File: src/rtl/sap2_pkg.sv
// ---------------------------------------------------------------------------
// sap2_pkg
// Shared definitions for the SAP-2 mini datapath.
//   state_t      : ram_prog controller states (2-bit encoding)
//   SAP2_DATA_W  : default word width shared with the SAP-2 mini top
//   SAP2_ADDR_W  : default address width shared with the SAP-2 mini top
// ---------------------------------------------------------------------------
package sap2_pkg;

   localparam int SAP2_DATA_W = 12;
   localparam int SAP2_ADDR_W = 8;

   typedef enum logic [1:0] {
      ST_IDLE  = 2'd0,
      ST_LOAD  = 2'd1,
      ST_CLEAR = 2'd2
   } state_t;

endpackage

File: src/rtl/ram_prog_if.sv
// ---------------------------------------------------------------------------
// ram_prog_if
// Bundles the run-mode bus, the program loader and the clear controls of
// ram_prog.
//   master : bus sequencer / loader side (drives requests, reads status)
//   slave  : ram_prog side
// Loader handshake: a word on ld_data is transferred on every rising clock
// edge where ld_valid and ld_ready are both high; ld_valid may be raised or
// dropped freely, and ld_ready is only high while in LOAD with prog high.
// state is a debug view of the controller FSM.
// ---------------------------------------------------------------------------
interface ram_prog_if #(
   parameter int DATA_W = sap2_pkg::SAP2_DATA_W,
   parameter int ADDR_W = sap2_pkg::SAP2_ADDR_W
) ();

   logic              prog;
   logic              ce;
   logic              we;
   logic [ADDR_W-1:0] a;
   logic [DATA_W-1:0] d;
   logic [DATA_W-1:0] out;
   logic              ld_valid;
   logic [DATA_W-1:0] ld_data;
   logic              ld_ready;
   logic [ADDR_W-1:0] ld_ptr;
   logic              ld_wrap;
   logic              clr;
   logic              busy;
   logic              done;
   sap2_pkg::state_t  state;

   modport master (
      output prog, ce, we, a, d, ld_valid, ld_data, clr,
      input  out, ld_ready, ld_ptr, ld_wrap, busy, done, state
   );

   modport slave (
      input  prog, ce, we, a, d, ld_valid, ld_data, clr,
      output out, ld_ready, ld_ptr, ld_wrap, busy, done, state
   );

endinterface

File: src/rtl/ram_prog_core.sv
// ---------------------------------------------------------------------------
// ram_core
// Synchronous single-port array with one write port and a registered read.
//   clk, rst : clock, async active-high reset (read register only)
//   we/wa/wd : write enable, address, data
//   re/ra    : read enable, address
//   q        : registered read data; 0 on any cycle without a read
// The array itself is not reset.
// ---------------------------------------------------------------------------
module ram_core #(
   parameter int DATA_W = 12,
   parameter int ADDR_W = 8
) (
   input  logic              clk,
   input  logic              rst,
   input  logic              we,
   input  logic [ADDR_W-1:0] wa,
   input  logic [DATA_W-1:0] wd,
   input  logic              re,
   input  logic [ADDR_W-1:0] ra,
   output logic [DATA_W-1:0] q
);

   logic [DATA_W-1:0] mem [2**ADDR_W];

   always_ff @(posedge clk) begin
      if (we) mem[wa] <= wd;
   end

   // Reads and writes never share a cycle, so a read on the cycle after a
   // write already sees the updated word.
   always_ff @(posedge clk or posedge rst) begin
      if (rst)     q <= '0;
      else if (re) q <= mem[ra];
      else         q <= '0;
   end

endmodule

File: src/rtl/ram_prog.sv
// ---------------------------------------------------------------------------
// ram_prog
// Parametrised program RAM with a handshaked auto-incrementing loader and a
// hardware fill sequencer.
//   clk  : single clock, rising edge
//   rst  : asynchronous active-high reset (RAM contents are kept)
//   bus  : ram_prog_if.slave - run-mode port (ce/we/a/d/out), loader
//          (prog/ld_valid/ld_data/ld_ready/ld_ptr/ld_wrap), clear
//          (clr/busy/done) and debug state
// Parameters: DATA_W word width, ADDR_W address width (depth 2**ADDR_W),
//             FILL value written by clear.
// ---------------------------------------------------------------------------
module ram_prog
   import sap2_pkg::*;
#(
   parameter int                DATA_W = SAP2_DATA_W,
   parameter int                ADDR_W = SAP2_ADDR_W,
   parameter logic [DATA_W-1:0] FILL   = '0
) (
   input  logic      clk,
   input  logic      rst,
   ram_prog_if.slave bus
);

   // Fill counter is one bit wider so reaching DEPTH marks the end exactly.
   localparam logic [ADDR_W:0] DEPTH = {1'b1, {ADDR_W{1'b0}}};

   state_t            state;
   logic [ADDR_W-1:0] ld_ptr;
   logic              ld_wrap;
   logic [ADDR_W:0]   cnt;
   logic [ADDR_W:0]   cnt_nxt;
   logic              busy;
   logic              done;
   logic              ld_ready;
   logic              ld_acc;

   logic              wr_en;
   logic [ADDR_W-1:0] wr_addr;
   logic [DATA_W-1:0] wr_data;
   logic              rd_en;
   logic [DATA_W-1:0] rd_q;

   // ld_ready falls with prog in the same cycle, so a word offered while
   // leaving LOAD is never taken.
   assign ld_ready = (state == ST_LOAD) && bus.prog;
   assign ld_acc   = ld_ready && bus.ld_valid;
   assign cnt_nxt  = cnt + 1'b1;

   always_ff @(posedge clk or posedge rst) begin
      if (rst) begin
         state   <= ST_IDLE;
         ld_ptr  <= '0;
         ld_wrap <= 1'b0;
         cnt     <= '0;
         busy    <= 1'b0;
         done    <= 1'b0;
      end else begin
         done <= 1'b0;
         case (state)
            ST_IDLE: begin
               // prog has priority; a simultaneous clr is dropped.
               if (bus.prog) begin
                  state   <= ST_LOAD;
                  ld_ptr  <= '0;
                  ld_wrap <= 1'b0;
               end else if (bus.clr) begin
                  state <= ST_CLEAR;
                  cnt   <= '0;
                  busy  <= 1'b1;
               end
            end
            ST_LOAD: begin
               if (ld_acc) begin
                  ld_ptr <= ld_ptr + 1'b1;
                  if (&ld_ptr) ld_wrap <= 1'b1;
               end
               if (!bus.prog) state <= ST_IDLE;
            end
            ST_CLEAR: begin
               cnt <= cnt_nxt;
               if (cnt_nxt == DEPTH) begin
                  busy  <= 1'b0;
                  done  <= 1'b1;
                  state <= ST_IDLE;
               end
            end
            default: state <= ST_IDLE;
         endcase
      end
   end

   // Single write port shared by run mode, loader and fill.
   always_comb begin
      wr_en   = 1'b0;
      wr_addr = '0;
      wr_data = '0;
      rd_en   = 1'b0;
      case (state)
         ST_IDLE: begin
            if (!bus.prog && bus.ce) begin
               if (bus.we) begin
                  wr_en   = 1'b1;
                  wr_addr = bus.a;
                  wr_data = bus.d;
               end else begin
                  rd_en = 1'b1;
               end
            end
         end
         ST_LOAD: begin
            if (ld_acc) begin
               wr_en   = 1'b1;
               wr_addr = ld_ptr;
               wr_data = bus.ld_data;
            end
         end
         ST_CLEAR: begin
            wr_en   = 1'b1;
            wr_addr = cnt[ADDR_W-1:0];
            wr_data = FILL;
         end
         default: ;
      endcase
   end

   ram_core #(
      .DATA_W (DATA_W),
      .ADDR_W (ADDR_W)
   ) u_core (
      .clk (clk),
      .rst (rst),
      .we  (wr_en),
      .wa  (wr_addr),
      .wd  (wr_data),
      .re  (rd_en),
      .ra  (bus.a),
      .q   (rd_q)
   );

   assign bus.out      = rd_q;
   assign bus.ld_ready = ld_ready;
   assign bus.ld_ptr   = ld_ptr;
   assign bus.ld_wrap  = ld_wrap;
   assign bus.busy     = busy;
   assign bus.done     = done;
   assign bus.state    = state;

endmodule

File: src/flat_wrapper.sv
// flat-port wrapper written by rule: the top's interface ports become plain ports
module ram_prog_flat import sap2_pkg::*;
#(
   parameter int                DATA_W = SAP2_DATA_W,
   parameter int                ADDR_W = SAP2_ADDR_W,
   parameter logic [DATA_W-1:0] FILL   = '0
)
  (clk, rst, bus_prog, bus_ce, bus_we, bus_a, bus_d, bus_ld_valid, bus_ld_data, bus_clr, bus_out, bus_ld_ready, bus_ld_ptr, bus_ld_wrap, bus_busy, bus_done, bus_state);
  ram_prog_if #(.DATA_W(DATA_W), .ADDR_W(ADDR_W)) bus_i ();
  input  logic clk;
  input  logic rst;
  input wire logic [$bits(bus_i.prog)-1:0] bus_prog;
  input wire logic [$bits(bus_i.ce)-1:0] bus_ce;
  input wire logic [$bits(bus_i.we)-1:0] bus_we;
  input wire logic [$bits(bus_i.a)-1:0] bus_a;
  input wire logic [$bits(bus_i.d)-1:0] bus_d;
  input wire logic [$bits(bus_i.ld_valid)-1:0] bus_ld_valid;
  input wire logic [$bits(bus_i.ld_data)-1:0] bus_ld_data;
  input wire logic [$bits(bus_i.clr)-1:0] bus_clr;
  output wire logic [$bits(bus_i.out)-1:0] bus_out;
  output wire logic [$bits(bus_i.ld_ready)-1:0] bus_ld_ready;
  output wire logic [$bits(bus_i.ld_ptr)-1:0] bus_ld_ptr;
  output wire logic [$bits(bus_i.ld_wrap)-1:0] bus_ld_wrap;
  output wire logic [$bits(bus_i.busy)-1:0] bus_busy;
  output wire logic [$bits(bus_i.done)-1:0] bus_done;
  output wire logic [$bits(bus_i.state)-1:0] bus_state;
  assign bus_i.prog = bus_prog;
  assign bus_i.ce = bus_ce;
  assign bus_i.we = bus_we;
  assign bus_i.a = bus_a;
  assign bus_i.d = bus_d;
  assign bus_i.ld_valid = bus_ld_valid;
  assign bus_i.ld_data = bus_ld_data;
  assign bus_i.clr = bus_clr;
  assign bus_out = bus_i.out;
  assign bus_ld_ready = bus_i.ld_ready;
  assign bus_ld_ptr = bus_i.ld_ptr;
  assign bus_ld_wrap = bus_i.ld_wrap;
  assign bus_busy = bus_i.busy;
  assign bus_done = bus_i.done;
  assign bus_state = bus_i.state;
  ram_prog #(.DATA_W(DATA_W), .ADDR_W(ADDR_W), .FILL(FILL)) u_core (.clk(clk), .rst(rst), .bus(bus_i));
endmodule
File: config.mk
export PLATFORM = sky130hd
export DESIGN_NAME = ram_prog_flat
export DESIGN_NICKNAME = d
export VERILOG_FILES = /design/src/rtl/sap2_pkg.sv /design/src/rtl/ram_prog_if.sv /design/src/rtl/ram_prog_core.sv /design/src/rtl/ram_prog.sv /design/src/flat_wrapper.sv
export SDC_FILE = /design/constraint.sdc
export NUM_CORES = 2
export LEC_CHECK = 0
export ABC_AREA = 1
export CELL_PAD_IN_SITES_DETAIL_PLACEMENT = 0
export CELL_PAD_IN_SITES_GLOBAL_PLACEMENT = 1
export CORE_MARGIN = 8
export CORE_UTILIZATION = 55
export DETAILED_ROUTE_END_ITERATION = 12
export MAX_ROUTING_LAYER = met4
export PLACE_DENSITY_LB_ADDON = 0.2
export SLEW_MARGIN = 15
export SYNTH_ARGS = -nofsm -noshare
export SYNTH_HDL_FRONTEND = slang
export SYNTH_HIERARCHICAL = 1
export SYNTH_SLANG_ARGS = --single-unit
export TNS_END_PERCENT = 10
File: constraint.sdc
create_clock -name clk -period 7.7 [get_ports clk]
set_clock_uncertainty 0.05 [all_clocks]
set_input_delay 0.77 -clock clk [delete_from_list [all_inputs] [get_ports clk]]
set_output_delay 0.77 -clock clk [all_outputs]
set_load 0.03 [all_outputs]
==> run metrics <==
initial core utilization=0.551; cts repair resizes=0; Root Buffer=clkbuf_16; final worst path period share=0.639; Die Footprint=0.245 mm2; critical path class=flop to flop; Core Area=0.229 mm2; Yosys reg bits=3106; WHS=310 ps; remaining antenna violation count=0; nets=10300; CP max FO=20; Post-Syn Instances=10500; layout cells sized above 1=0.0560; clk sinks=3106; Post-DP Area=0.128 mm2; CTS Buffer Depth=4; final setup fails=0; arrival time at the worst endpoint=5400 ps; Seq/Total Area, Yosys=0.737; initial antenna violation count=11; largest net degree at the start of global routing=336; Slew @ Worst Pin=1210 ps; startpoint type of the worst setup path=flop; Slew Viols, Final=0; pwr dens=269 mW/mm2; FILL cells=18100; Syn Area/Cell=12.0 um2; outcome=finished clean; VDD IR-drop max=0.255 mV; leakage=48.8 nW; # IOs=65; final instance area=0.138 mm2; CTS tree=done; first-pass GRT wire length=522 mm; RSZ-0062 raised after global routing=false; fin util=0.604; Rows=176; DR vias/cell=6.05; R2R Path Start=u_core/bus.state[1]; clk_lat worst skew=950 ps; Post-CTS Setup Bufs=0; Peak Freq=203 MHz; Ys Warns=6; min-delay worst type=input port to asynchronous set/reset pin; most common cell in the netlist=nand2_1; drt pass-1 iters=8; Setup WS pre-CTS=2010 ps; Routed WL=362 mm; initial DRC count=11300; post-DP HPWL=203 mm; synthesis-to-layout area growth=9.49%; syn_nets=10600; GP Congestion=0.906; Max-Cap Viols=0; Tmin final=4920 ps; DR DRC count=0; Port Buffers=64; Die Ht=495 um; worst path required time=8180 ps; total track usage=0.298; Clk pin slew, worst setup/hold paths=60 ps; max_slew headroom=0.193; die width=495 um; setup TNS=0 ps; total grt overflow=0; synthesized area=0.126 mm2; number of global-route vias before repair=77600; Num CTS Buffers=331; async set-reset flop share out of synthesis=0.0109; Worst Setup SP=u_core/bus.state[1]; number of flops mapped to enable cells by yosys=3072; Setup crit end kind=flop; worst setup margin=2780 ps; library cells used by synthesis=36; final hold viol count=0; Area contributors post-synth=edfxtp_1, nand3_1, nand2_1, buf_2, nor2_1; share of the synthesized area in the top cell type=0.730; H-tree lvl count=5; Yosys top cell by area=edfxtp_1; routed vias=82200; Post-synth top flop=edfxtp_1; Synth top cells by count=nand2_1, edfxtp_1, nand3_1, nor2_1, buf_2; Avg WL per Cell=26.6 um; Post-CTS Hold Buffers=0
cells by family after synthesis:
group / synth area share
flip-flops: 0.737
AO/OA/AOI/OAI: 0.00641
AND/OR/NAND/NOR: 0.222
adder cells (fa/ha/maj): 0.000198
buffers and inverters: 0.0344
XOR/XNOR: 0.0000693
critical path, stage by stage (launching register included):
cell	delay, ps
dfrtp_1	420
nor2_2	200
nand4_1	150
inv_1	680
nand2_1	110
o211ai_1	260
inv_1	80
nor2_1	460
nand3_1	910
nor2_1	1190
registers in the layout, indices dropped and copies added, names as in the netlist:
name and flops:
u_core/bus.busy 1, u_core/bus.ld_ptr 8, u_core/bus.ld_wrap 1, u_core/u_core/q 12, u_core/cnt 9, u_core/u_core/mem 3072, u_core/bus.done 1, u_core/bus.state 2
cell type report:
class | instances | area (um2) | share of cell area
inverter | 69 | 317 | 0.00229
clock inverter | 174 | 1470 | 0.0106
tap | 3026 | 3790 | 0.0274
sequential | 3106 | 93100 | 0.673
antenna | 10 | 25.0 | 0.000181
timing repair buffer | 162 | 1930 | 0.0139
clock buffer | 398 | 8680 | 0.0627
multi-input combinational | 6636 | 29100 | 0.210
cells in the final DEF, fill, tap and decap left out, drive strengths merged:
cell | synthesis | layout
nor3 | 7 | 7
inv | 66 | 78
clkdlybuf4s50 | 0 | 58
a211oi | 1 | 1
and3 | 1 | 1
nor2 | 420 | 420
edfxtp | 3072 | 3072
o22ai | 30 | 30
o221ai | 6 | 6
nand2 | 3154 | 3154
or2 | 1 | 1
clkinvlp | 0 | 7
nand4 | 4 | 4
diode | 0 | 10
a31oi | 1 | 1
nand3 | 2907 | 2907
clkinv | 3 | 133
o211ai | 2 | 2
xnor2 | 1 | 1
a21oi | 30 | 30
ha | 2 | 2
o21ai | 57 | 57
buf | 556 | 103
bufinv | 0 | 25
a22o | 12 | 12
clkbuf | 161 | 399
dfrtp | 34 | 34
worst paths after layout:
check                                       endpoint  depth (start not counted)  slack, ps
max in group asynchronous        u_core/bus.state[1]                          2       6690
setup reg to reg           u_core/u_core/mem[148][3]                          9       2780
setup / recovery           u_core/u_core/mem[148][3]                          9       2780
min in group clk                     u_core/bus.busy                          2        440
hold / removal                    u_core/u_core/q[9]                          2        310
hold reg to reg                      u_core/bus.busy                          2        440
report_power, final:
part,switching (mW),leakage (nW),internal [mW],total (mW)
registers,0.0717,29.2,18.9,18.9
logic,2.62,14.6,0.613,3.24
clock network,6.28,4.98,8.82,15.1
metal layers:
| metal | vias up | GRT usage | part of all wire | wire length, um |
|---|---|---|---|---|
| met1 | 40200 | 0.408 | 0.40 | 145000 |
| met3 | 753 | 0.0504 | 0.096 | 34700 |
| met5 | - | - | 0 | 0 |
| li1 | 37000 | - | - | - |
| met4 | 0 | 0.110 | 0.043 | 15600 |
| met2 | 4295 | 0.454 | 0.46 | 166000 |
per-stage QoR:
stage          cells  power [mW]
6_report       13600        37.3
5_1_grt        13600        38.2
4_1_cts        13600        37.4
3_5_place_dp   13000        22.5
3_3_place_gp   13000        22.4
2_1_floorplan  10500        21.1
(Power assumes the default switching activity.)
